**src/rtl/uart_tx_serializer.sv**
```systemverilog
// 8N1 UART transmit serializer: accepts one byte on data_ready, shifts it out LSB first
// with a start bit and STOP_BITS stop bits, holding busy high for the whole frame.
module uart_tx_serializer #(
   parameter int CLK_FREQ  = 25_000_000,
   parameter int BAUD      = 115_200,
   parameter int STOP_BITS = 1
) (
   input  logic       clk,
   input  logic       resetn,
   input  logic [7:0] data,
   input  logic       data_ready,
   output logic       busy,
   output logic       tx_done,
   output logic       tx
);

   localparam int CLKS_PER_BIT = CLK_FREQ / BAUD;
   localparam int BW = $clog2(CLKS_PER_BIT);
   localparam logic [BW-1:0] BAUD_LAST = BW'(CLKS_PER_BIT - 1);
   localparam logic STOP_LAST = 1'(STOP_BITS - 1);

   generate
      if (CLKS_PER_BIT < 2) begin : g_bad_cpb
         $error("uart_tx_serializer: CLK_FREQ/BAUD must be >= 2");
      end
      if (STOP_BITS != 1 && STOP_BITS != 2) begin : g_bad_stop
         $error("uart_tx_serializer: STOP_BITS must be 1 or 2");
      end
   endgenerate

   typedef enum logic [1:0] {S_IDLE, S_START, S_DATA, S_STOP} state_t;

   state_t          state_q, state_d;
   logic [BW-1:0]   baud_q, baud_d;
   logic [2:0]      bit_q, bit_d;
   logic            stop_q, stop_d;
   logic [7:0]      shreg_q, shreg_d;
   logic            tx_q, tx_d;
   logic            busy_q, busy_d;
   logic            done_q, done_d;
   logic            baud_end;

   assign baud_end = (baud_q == BAUD_LAST);

   always_comb begin
      state_d = state_q;
      baud_d  = baud_q;
      bit_d   = bit_q;
      stop_d  = stop_q;
      shreg_d = shreg_q;
      tx_d    = tx_q;
      busy_d  = busy_q;
      done_d  = 1'b0;
      case (state_q)
         S_IDLE: begin
            baud_d = '0;
            bit_d  = '0;
            stop_d = 1'b0;
            tx_d   = 1'b1;
            // Only IDLE looks at data_ready, so requests during a frame are dropped.
            if (data_ready) begin
               shreg_d = data;
               busy_d  = 1'b1;
               tx_d    = 1'b0;
               state_d = S_START;
            end
         end
         S_START: begin
            if (baud_end) begin
               baud_d  = '0;
               tx_d    = shreg_q[0];
               state_d = S_DATA;
            end else begin
               baud_d = baud_q + 1'b1;
            end
         end
         S_DATA: begin
            if (baud_end) begin
               baud_d = '0;
               if (bit_q == 3'd7) begin
                  tx_d    = 1'b1;
                  state_d = S_STOP;
               end else begin
                  bit_d = bit_q + 3'd1;
                  tx_d  = shreg_q[bit_q + 3'd1];
               end
            end else begin
               baud_d = baud_q + 1'b1;
            end
         end
         S_STOP: begin
            if (baud_end) begin
               baud_d = '0;
               if (stop_q == STOP_LAST) begin
                  stop_d  = 1'b0;
                  busy_d  = 1'b0;
                  done_d  = 1'b1;
                  state_d = S_IDLE;
               end else begin
                  stop_d = 1'b1;
               end
            end else begin
               baud_d = baud_q + 1'b1;
            end
         end
         default: state_d = S_IDLE;
      endcase
   end

   always_ff @(posedge clk) begin
      if (!resetn) begin
         state_q <= S_IDLE;
         baud_q  <= '0;
         bit_q   <= '0;
         stop_q  <= 1'b0;
         shreg_q <= '0;
         tx_q    <= 1'b1;
         busy_q  <= 1'b0;
         done_q  <= 1'b0;
      end else begin
         state_q <= state_d;
         baud_q  <= baud_d;
         bit_q   <= bit_d;
         stop_q  <= stop_d;
         shreg_q <= shreg_d;
         tx_q    <= tx_d;
         busy_q  <= busy_d;
         done_q  <= done_d;
      end
   end

   assign tx      = tx_q;
   assign busy    = busy_q;
   assign tx_done = done_q;

endmodule

```
**config.mk**
```make
export PLATFORM = sky130hd
export DESIGN_NAME = uart_tx_serializer
export DESIGN_NICKNAME = d
export VERILOG_FILES = /design/src/rtl/uart_tx_serializer.sv
export SDC_FILE = /design/constraint.sdc
export NUM_CORES = 1
export LEC_CHECK = 0
export CAP_MARGIN = 20
export CORE_MARGIN = 8
export CORE_UTILIZATION = 40
export DETAILED_ROUTE_END_ITERATION = 8
export PLACE_DENSITY = 0.63
export SYNTH_ARGS = -nofsm -noshare
export SYNTH_HDL_FRONTEND = slang
export SYNTH_SLANG_ARGS = --single-unit
```
**constraint.sdc**
```tcl
create_clock -name clk -period 1.84 [get_ports clk]
set_input_delay 0.276 -clock clk [delete_from_list [all_inputs] [get_ports clk]]
set_output_delay 0.276 -clock clk [all_outputs]
set_load 0.01 [all_outputs]
```
== After elaboration in Yosys (flattened, before gate mapping) ==
Cells that the tools add are included.

* Flip-flop bits (word level): 25
* Latch bits: 0
* Memory bits (writable): 0
* Memory bits (read-only): 0
* Output and inout port bits: 3
* Word-level logic and storage cells: 62
* Memories: 0

* Add/sub/neg operators: 2
* $mul: 0
* Div/mod/pow operators: 0
* Order comparisons: 1
* Equality and inequality tests: 12
* Shifts and indexed selects: 0
* Mux-type cells: 27
* Bitwise logic cells: 0
* Reductions and logical operators: 12

{| class="wikitable"
|+ Operators with widths
! kind !! count
|-
| case mux 8 bit (2 select lines) || 1
|-
| inequality test 2 bit (second input constant) || 7
|-
| 2-to-1 mux 2 bit || 6
|-
| 2-to-1 mux 1 bit || 11
|-
| AND reduction 3 bit || 3
|-
| adder 8 x 1 -> 8 bit (second input constant) || 1
|-
| equality test 8 bit (second input constant) || 1
|-
| 2-to-1 mux 8 bit || 1
|-
| case mux 2 bit (4 select lines) || 1
|-
| 2-to-1 mux 3 bit || 2
|-
| case mux 3 bit (2 select lines) || 1
|-
| AND reduction 6 bit || 1
|-
| equality test 2 bit (second input constant) || 2
|-
| less-than comparator 3 x 4 -> 1 bit (second input constant) || 1
|-
| case mux 1 bit (2 select lines) || 2
|-
| AND reduction 2 bit || 2
|-
| AND reduction 4 bit || 1
|-
| nonzero test 2 bit || 2
|-
| adder 3 x 1 -> 3 bit (second input constant) || 1
|-
| binary-select mux 1 bit (select 3 bit) || 1
|-
| equality test 3 bit (second input constant) || 1
|-
| case mux 1 bit (3 select lines) || 1
|-
| nonzero test 3 bit || 1
|-
| OR reduction 3 bit || 1
|-
| other kinds (2) || 2
|}

== Depth between registers and ports, before layout ==
Gate-level depths: netlist of the first run.

* Depth in word-level cells: 6
* Depth in mapped cells: 7

== Worst setup path after synthesis of the first run ==
OpenSTA, ideal clock, no wires.

* Kind: register to register
* Start: reg bit_q[0]
* End: reg tx_q, in the netlist tx
* Library setup time: 0.122 ns
* Arrival time: 1.544 ns
* Slack: 0.175 ns
* Cell stages (with the launch flop): 6
* Path buffers: 0
* Clock period less this slack: 1.665 ns
* Path through: dfxtp_1 -> ha_1 -> mux4_2 -> nor3b_1 -> nor4_1 -> o2bb2ai_1

* Word-level cells in the longest chain between the ends: 6
* Elaborated cells on any way between the ends: 7
* Classes of those cells: add/sub: 1; eq/ne: 1; mux: 5

{| class="wikitable"
|+ RTL lines
! item !! RTL line !! RTL
|-
| start: declaration || 35 || <nowiki>logic [2:0] bit_q, bit_d;</nowiki>
|-
| start signal: assignment || 123 || <nowiki>bit_q <= bit_d;</nowiki>
|-
| adder 3 x 1 -> 3 bit || 85 || <nowiki>tx_d = shreg_q[bit_q + 3'd1];</nowiki>
|-
| binary-select mux 1 bit (select 3 bit) || 85 ||
|-
| 2-to-1 mux 1 bit (implied by the code) || 85 ||
|-
| 2-to-1 mux 1 bit (*) || 80 || <nowiki>if (bit_q == 3'd7) begin</nowiki>
|-
| 2-to-1 mux 1 bit (*) || 78 || <nowiki>if (baud_end) begin</nowiki>
|-
| case mux 1 bit (3 select lines) (*) || 54 || <nowiki>case (state_q)</nowiki>
|-
| end signal: assignment || 126 || <nowiki>tx_q <= tx_d;</nowiki>
|-
| end: declaration || 38 || <nowiki>logic tx_q, tx_d;</nowiki>
|}

Mark *: on every way between the ends. The rest lies on a longest branch, timed or not. The select of a mux whose other input is x is not followed.
A chain may end at the register's enable or synchronous reset.

== Worst setup path in the final report of the first run ==
Same ends and word-level chain as after synthesis.

==> results of run 1 <==
==> worst paths after layout <==
kind	start	end	slack [ps]	cells past startpoint
max reg2reg	bit_q[0]	tx	150	5
min	shreg_q[6]	shreg_q[6]	460	2
max	bit_q[0]	tx	150	5
min reg2reg	shreg_q[6]	shreg_q[6]	460	2
==> through the flow <==
step | hold WS, ps | cell area [um^2] | instances
global route | 468 | 1500 | 202
global placement | 443 | 1470 | 198
CTS | 466 | 1500 | 202
floorplan | 418 | 1270 | 139
finish | 464 | 1500 | 202
detailed placement | 445 | 1470 | 198
==> critical path: stages (launching register included) <==
cell       delay, ps
dfxtp_1          350
ha_1             340
mux4_2           500
nor3b_1          150
nor4_1           180
o2bb2ai_1         90
==> final cells by class <==
cell class | instances | area [um^2] | share of cell area
clock buffer | 3 | 22.5 | 0.0150
clock inverter | 1 | 7.51 | 0.00501
inverter | 9 | 33.8 | 0.0225
multi-input combinational | 101 | 704 | 0.470
sequential | 25 | 500 | 0.334
tap | 44 | 55.1 | 0.0367
timing repair buffer | 19 | 175 | 0.117
==> cells by family after synthesis <==
logic type	synth area share
XOR/XNOR	0.0415
AND/OR/NAND/NOR	0.253
AO/OA/AOI/OAI	0.106
buffers and inverters	0.0484
adder cells (fa/ha/maj)	0.0889
multiplexers	0.0672
flip-flops	0.395
==> metal layers <==
metal | routed length (um) | up-vias
li1 | - | 515
met1 | 1130 | 473
met2 | 1100 | 14
met3 | 90 | 2
met4 | 18 | 0
met5 | 0 | -
==> power groups by stage <==
stage / logic (mW) / clock network (mW) / registers [mW]
detailed placement: 0.571 / 0 / 0.679
global placement: 0.558 / 0 / 0.678
CTS: 0.573 / 0.268 / 0.667
floorplan: 0.385 / 0 / 0.675
finish: 0.568 / 0.252 / 0.666
global route: 0.642 / 0.293 / 0.677
==> cell usage after synthesis (all sizes together) (2+ instances only) <==
cell type	n
a211oi	2
a21oi	8
buf	2
clkbuf	2
dfxtp	25
ha	9
inv	9
mux2	2
mux2i	4
nand2	15
nand2b	2
nand3	11
nor2	17
nor3	2
nor3b	2
nor4	2
o21ai	3
xnor2	3
xor2	3
==> sequential cells by signal, summed over array words and instances, names as in the netlist <==
register / count
shreg_q: 8
bit_q: 3
tx: 1
busy: 1
state_q: 2
stop_q: 1
baud_q: 8
tx_done: 1
==> impl_metrics.csv, run 1 <==
group,metric,value,unit
outcome,run_status,"complete, no violations",
sta,final-hold-violation-count,0,
global_route,grt_antenna_before_repair,0,
routing,drt_iter0_drc,60,
place,placement.setup.worst_slack,158,ps
power_and_ir_drop,power.share.clock,0.170,
place,routabilityCongestion,0.800,
synthesis,yosysTopAreaCell,"dfxtp_1",
power_and_ir_drop,share_seq_of_total_power,0.448,
cts,clkSlewWorstSetupHoldPaths,150,ps
synthesis,ys.flop_type,"dfxtp_1",
routing,vias,1004,
power_and_ir_drop,vdd_drop_max,0.696,mV
setup_path,cp.required,2080,ps
setup_path,critPathLaunchType,"flip-flop",
sta,worstMarginPinSlew,348,ps
job,max_cap_violations,0,
die,initial_utilization,0.418,
sta,final.setup.tns,0,ps
routing,wl_per_cell,11.6,um
global_route,overflow,0,
die,floorplan.die.height,72.3,um
synthesis,synth_area_per_cell,9.11,um^2
cts,cts_buffers,3,
synthesis,synthesis.instances,139,
hold_path,hold_path.class,"flip-flop to flip-flop",
global_route,globalRoute.busiestLayer,"met2",
global_route,grt_pass1_vias,1001,
power_and_ir_drop,cellLeakagePower,0.581,nW
power_and_ir_drop,switchingPower,0.533,mW
finish,mostFrequentLayoutCell,"dfxtp_1",
finish,utilization,0.495,
sta,post-route-worst-setup-slack,151,ps
die,die_w,72.3,um
finish,drive_above_1_share,0.114,
cts,tritoncts_num_sinks,25,
cts,clock_tree_buf_depth,2,
power_and_ir_drop,power_density_over_the_cells,992,mW/mm^2
synthesis,async_reset_ff_frac,0,
synthesis,synth.area.top_cells,"dfxtp_1, ha_1, nor2_1",
synthesis,synth_nets,159,
die,count_of_standard_cell_rows,20,
sta,achievable-frequency,0.592,GHz
synthesis,number_of_enable_type_register_cells_in_the_synthesized_netlist,0,
power_and_ir_drop,power_switching_share,0.359,
global_route,grtUsageTotal,0.102,
routing,remaining_drc_errors,0,
sta,final.period_utilization,0.918,
global_route,use_met3,0.0331,
setup_path,worstSetupPathType,"flip-flop to flip-flop",
power_and_ir_drop,finalPower,1.49,mW
setup_path,worstSetupEndpointType,"flip-flop",
synthesis,mapped_cell_area,0.00127,mm^2
synthesis,ys_ff_latch,25,
setup_path,cp_max_fo,4,
finish,fillers,288,
synthesis,ys_types,38,
synthesis,synth_top_area_share,0.395,
die,io_pins,14,
cts,tritoncts,"yes",
sta,slew_violations,0,
power_and_ir_drop,p_comb_frac,0.382,
place,port_buffers,13,
die,core-area,0.00303,mm^2
power_and_ir_drop,cell_internal_pwr,0.953,mW
finish,fin_nets,179,
synthesis,synth-warning-count,0,
sta,finClkSkew,16.6,ps
synthesis,portion_of_the_post_synthesis_area_used_by_sequential_elements,0.395,
global_route,global_route_wire_length_before_repair,4.33,mm
global_route,met2_usage,0.166,
cts,worst_skew_pair.late_latency,330,ps
routing,first_pass_iters,4,
place,hpwl,1.83,mm
die,fp.dieArea,0.00522,mm^2
cts,cts.root.buffer_cell,"clkbuf_4",
cts,cts-hold-fix-buffers,0,
cts,ctsHtreeMaxLevel,1,
sta,rsz_0062_raised_after_global_routing,"false",
finish,layout-area-overhead-vs-synth,18.4,%
global_route,grt_max_degree,16,
setup_path,cp_data_arrival_time,1930,ps
cts,postCtsResizedCells,0,
routing,ant_nets,0,
routing,routed_via_density,4.97,
sta,post-route-min-period,1690,ps
sta,finalSetupViolations,0,
cts,post_cts_setup_buffer_count,0,
finish,layout.cells.most_common_list,"dfxtp_1, nor2_1, nand2_1",
routing,postRouteWirelength,2.34,mm
global_route,groute.layer.met1.usage,0.126,
finish,antenna_cells_inserted,0,
sta,maxSlewHeadroom,0.766,
(Power assumes the default switching activity.)
==> run 2, diff against run 1 <==
- CORE_UTILIZATION: 40 -> 38
- PLACE_DENSITY: 0.63 -> 0.61
- clock period: 1.84 -> 1.6 ns (I/O delays scaled with it)
==> run 2 against run 1 <==
Compared with the run above: clock skew shrank 15 ps; critical path depth is the same; flip-flop and latch count is the same; power grew 22%; worst hold slack gained 1.4 ps; clock power grew 8.7%; setup slack lost 130 ps; wire length grew 14%; critical path type unchanged.
==> impl_metrics.csv, run 2 (synthesis results as in run 1) <==
group,metric,value,unit
die,fp.dieArea,0.00544,mm^2
finish,fillers,344,
finish,fin_nets,188,
die,die_w,73.7,um
sta,post-route-min-period,1580,ps
setup_path,worstSetupEndpointType,"flip-flop",
finish,drive_above_1_share,0.257,
place,hpwl,2.06,mm
finish,multi_input_area,752,um^2
power_and_ir_drop,cellLeakagePower,0.626,nW
sta,achievable-frequency,0.632,GHz
power_and_ir_drop,power_density_over_the_cells,1120,mW/mm^2
setup_path,cpPeakStageDelay,470,ps
power_and_ir_drop,power_switching_share,0.349,
cts,cts.root.buffer_cell,"clkbuf_4",
global_route,grt_pass1_vias,1064,
place,routabilityCongestion,0.786,
cts,clkSlewWorstSetupHoldPaths,130,ps
finish,layout-area-overhead-vs-synth,28.3,%
finish,ff_latch_area,512,um^2
setup_path,cp_max_fo,2,
routing,remaining_drc_errors,0,
setup_path,cp_data_arrival_time,1790,ps
power_and_ir_drop,switchingPower,0.634,mW
place,placement.setup.worst_slack,16.3,ps
cts,cts_buffers,3,
global_route,grt_max_degree,15,
outcome,run_status,"complete, no violations",
finish,finish.instance_area,0.00162,mm^2
routing,routed_via_density,5.01,
sta,final-hold-violation-count,0,
hold_path,hold_path.class,"flip-flop to flip-flop",
sta,final.period_utilization,0.989,
cts,cts-hold-fix-buffers,0,
power_and_ir_drop,share_seq_of_total_power,0.427,
finish,layout.cells.most_common_list,"dfxtp_1, nor2_1, nand2_1, buf_4, clkdlybuf4s50_1",
sta,slew_violations,0,
setup_path,worstSetupPathType,"flip-flop to flip-flop",
die,initial_utilization,0.389,
finish,mostFrequentLayoutCell,"dfxtp_1",
cts,worst_skew_pair.late_latency,310,ps
die,count_of_standard_cell_rows,21,
power_and_ir_drop,power.share.clock,0.151,
routing,wl_per_cell,12.5,um
sta,final.setup.tns,0,ps
sta,rsz_0062_raised_after_global_routing,"true",
finish,top_regs,"baud_q (8), shreg_q (8), bit_q (3)",
setup_path,critPathLaunchType,"flip-flop",
sta,finClkSkew,1.93,ps
die,core-area,0.00326,mm^2
cts,tritoncts_num_sinks,25,
setup_path,timing.critical_path.cells,"ha_4 -> mux4_2 -> nor3b_1 -> nor4_1 -> o2bb2ai_1",
global_route,global_route_wire_length_before_repair,4.64,mm
hold_path,min-delay-start,"shreg_q[4]",
die,floorplan.die.height,73.7,um
power_and_ir_drop,vdd_drop_max,0.767,mV
sta,post-route-worst-setup-slack,16.8,ps
setup_path,timing.critical_path.slowest_stage_cell,"mux4_2",
setup_path,cp.required,1810,ps
setup_path,reg_to_reg_startpoint,"bit_q[0]",
die,io_pins,14,
place,port_buffers,13,
routing,drt_iter0_drc,33,
setup_path,reg2reg_slack,20,ps
cts,ctsHtreeMaxLevel,1,
sta,finalSetupViolations,0,
global_route,grt_antenna_before_repair,0,
setup_path,critical_path.reg2reg.endpoint,"tx",
job,max_cap_violations,0,
hold_path,hold-path-endpoint,"shreg_q[4]",
place,postPlaceCellArea,0.00154,mm^2
sta,worstMarginPinSlew,332,ps
sta,maxSlewHeadroom,0.776,
setup_path,worst-r2r-cell-count,5,
routing,ant_nets,0,
global_route,grtUsageTotal,0.109,
global_route,overflow,0,
routing,first_pass_iters,4,
finish,antenna_cells_inserted,0,
routing,vias,1068,
routing,postRouteWirelength,2.67,mm
cts,tritoncts,"yes",
power_and_ir_drop,p_comb_frac,0.422,
cts,clock_tree_buf_depth,2,
hold_path,holdPathStages,2,
power_and_ir_drop,cell_internal_pwr,1.18,mW
-- run 2: cell count changes in the layout (fill, tap and decap cells not counted) --
| cell | delta |
|---|---|
| buf_4 | +9 |
| dfxtp_2 | +6 |
| ha_1 | -5 |
| dfxtp_4 | +1 |
| inv_2 | +4 |
| clkbuf_1 | +1 |
| inv_1 | -4 |
| clkinvlp_4 | -1 |
| dfxtp_1 | -7 |
| ha_2 | +2 |
| ha_4 | +3 |
| or3_4 | +1 |
| or3_1 | -1 |
-- run 2: repair_timing --
item                       4_1_cts  5_1_grt
setup endpoints to repair        2       15
pin swaps                        1        4
buffers inserted                 1        1
gates resized for setup          2       16
-- run 2: worst max-delay path by stage --
stage	slack, ps	startpoint	depth (start not counted)	to
6_report	20	bit_q[0]	5	tx
4_1_cts	-0.2	bit_q[0]	5	tx
3_3_place_gp	40	bit_q[1]	5	tx
3_5_place_dp	20	bit_q[0]	5	bit_q[0]
2_1_floorplan	10	state_q[0]	6	bit_q[0]
5_1_grt	-80	bit_q[0]	5	tx
-- run 2: area by class of cell --
type	instances	share of cell area
Clock buffer	4	0.0162
Tap cell	46	0.0354
Inverter	9	0.0208
Multi-Input combinational cell	101	0.463
Timing Repair Buffer	28	0.149
Sequential cell	25	0.315
-- run 2: stage by stage --
stage	total power, mW	instances	hold WS [ps]	util
after CTS	1.78	212	460	0.483
final	1.82	213	466	0.498
after floorplan	1.22	139	382	-
after global placement	1.47	207	444	0.472
after detailed placement	1.49	207	449	0.472
after global routing	1.97	213	478	0.498
-- run 2: critical path, delay by kind of cell (launching register included) --
kind            cells  cell delay [ps]
mux                 1              470
flops               1              360
simple gates        2              300
fa+ha+maj           1              270
compound gates      1               90
-- run 2: metal layers --
metal / track usage / share of wire / vias up
met3: 0.0273 / 0.036 / 6
li1: - / - / 543
met1: 0.127 / 0.46 / 501
met4: 0.0554 / 0.021 / 0
met2: 0.177 / 0.49 / 18
met5: 0 / 0 / -
-- run 2: power by group through the flow --
stage	Combinational [mW]	Clock [mW]	Sequential [mW]
4_1_cts	0.722	0.296	0.761
5_1_grt	0.865	0.322	0.787
6_report	0.766	0.274	0.775
3_5_place_dp	0.720	0	0.772
3_3_place_gp	0.704	0	0.767
2_1_floorplan	0.443	0	0.776
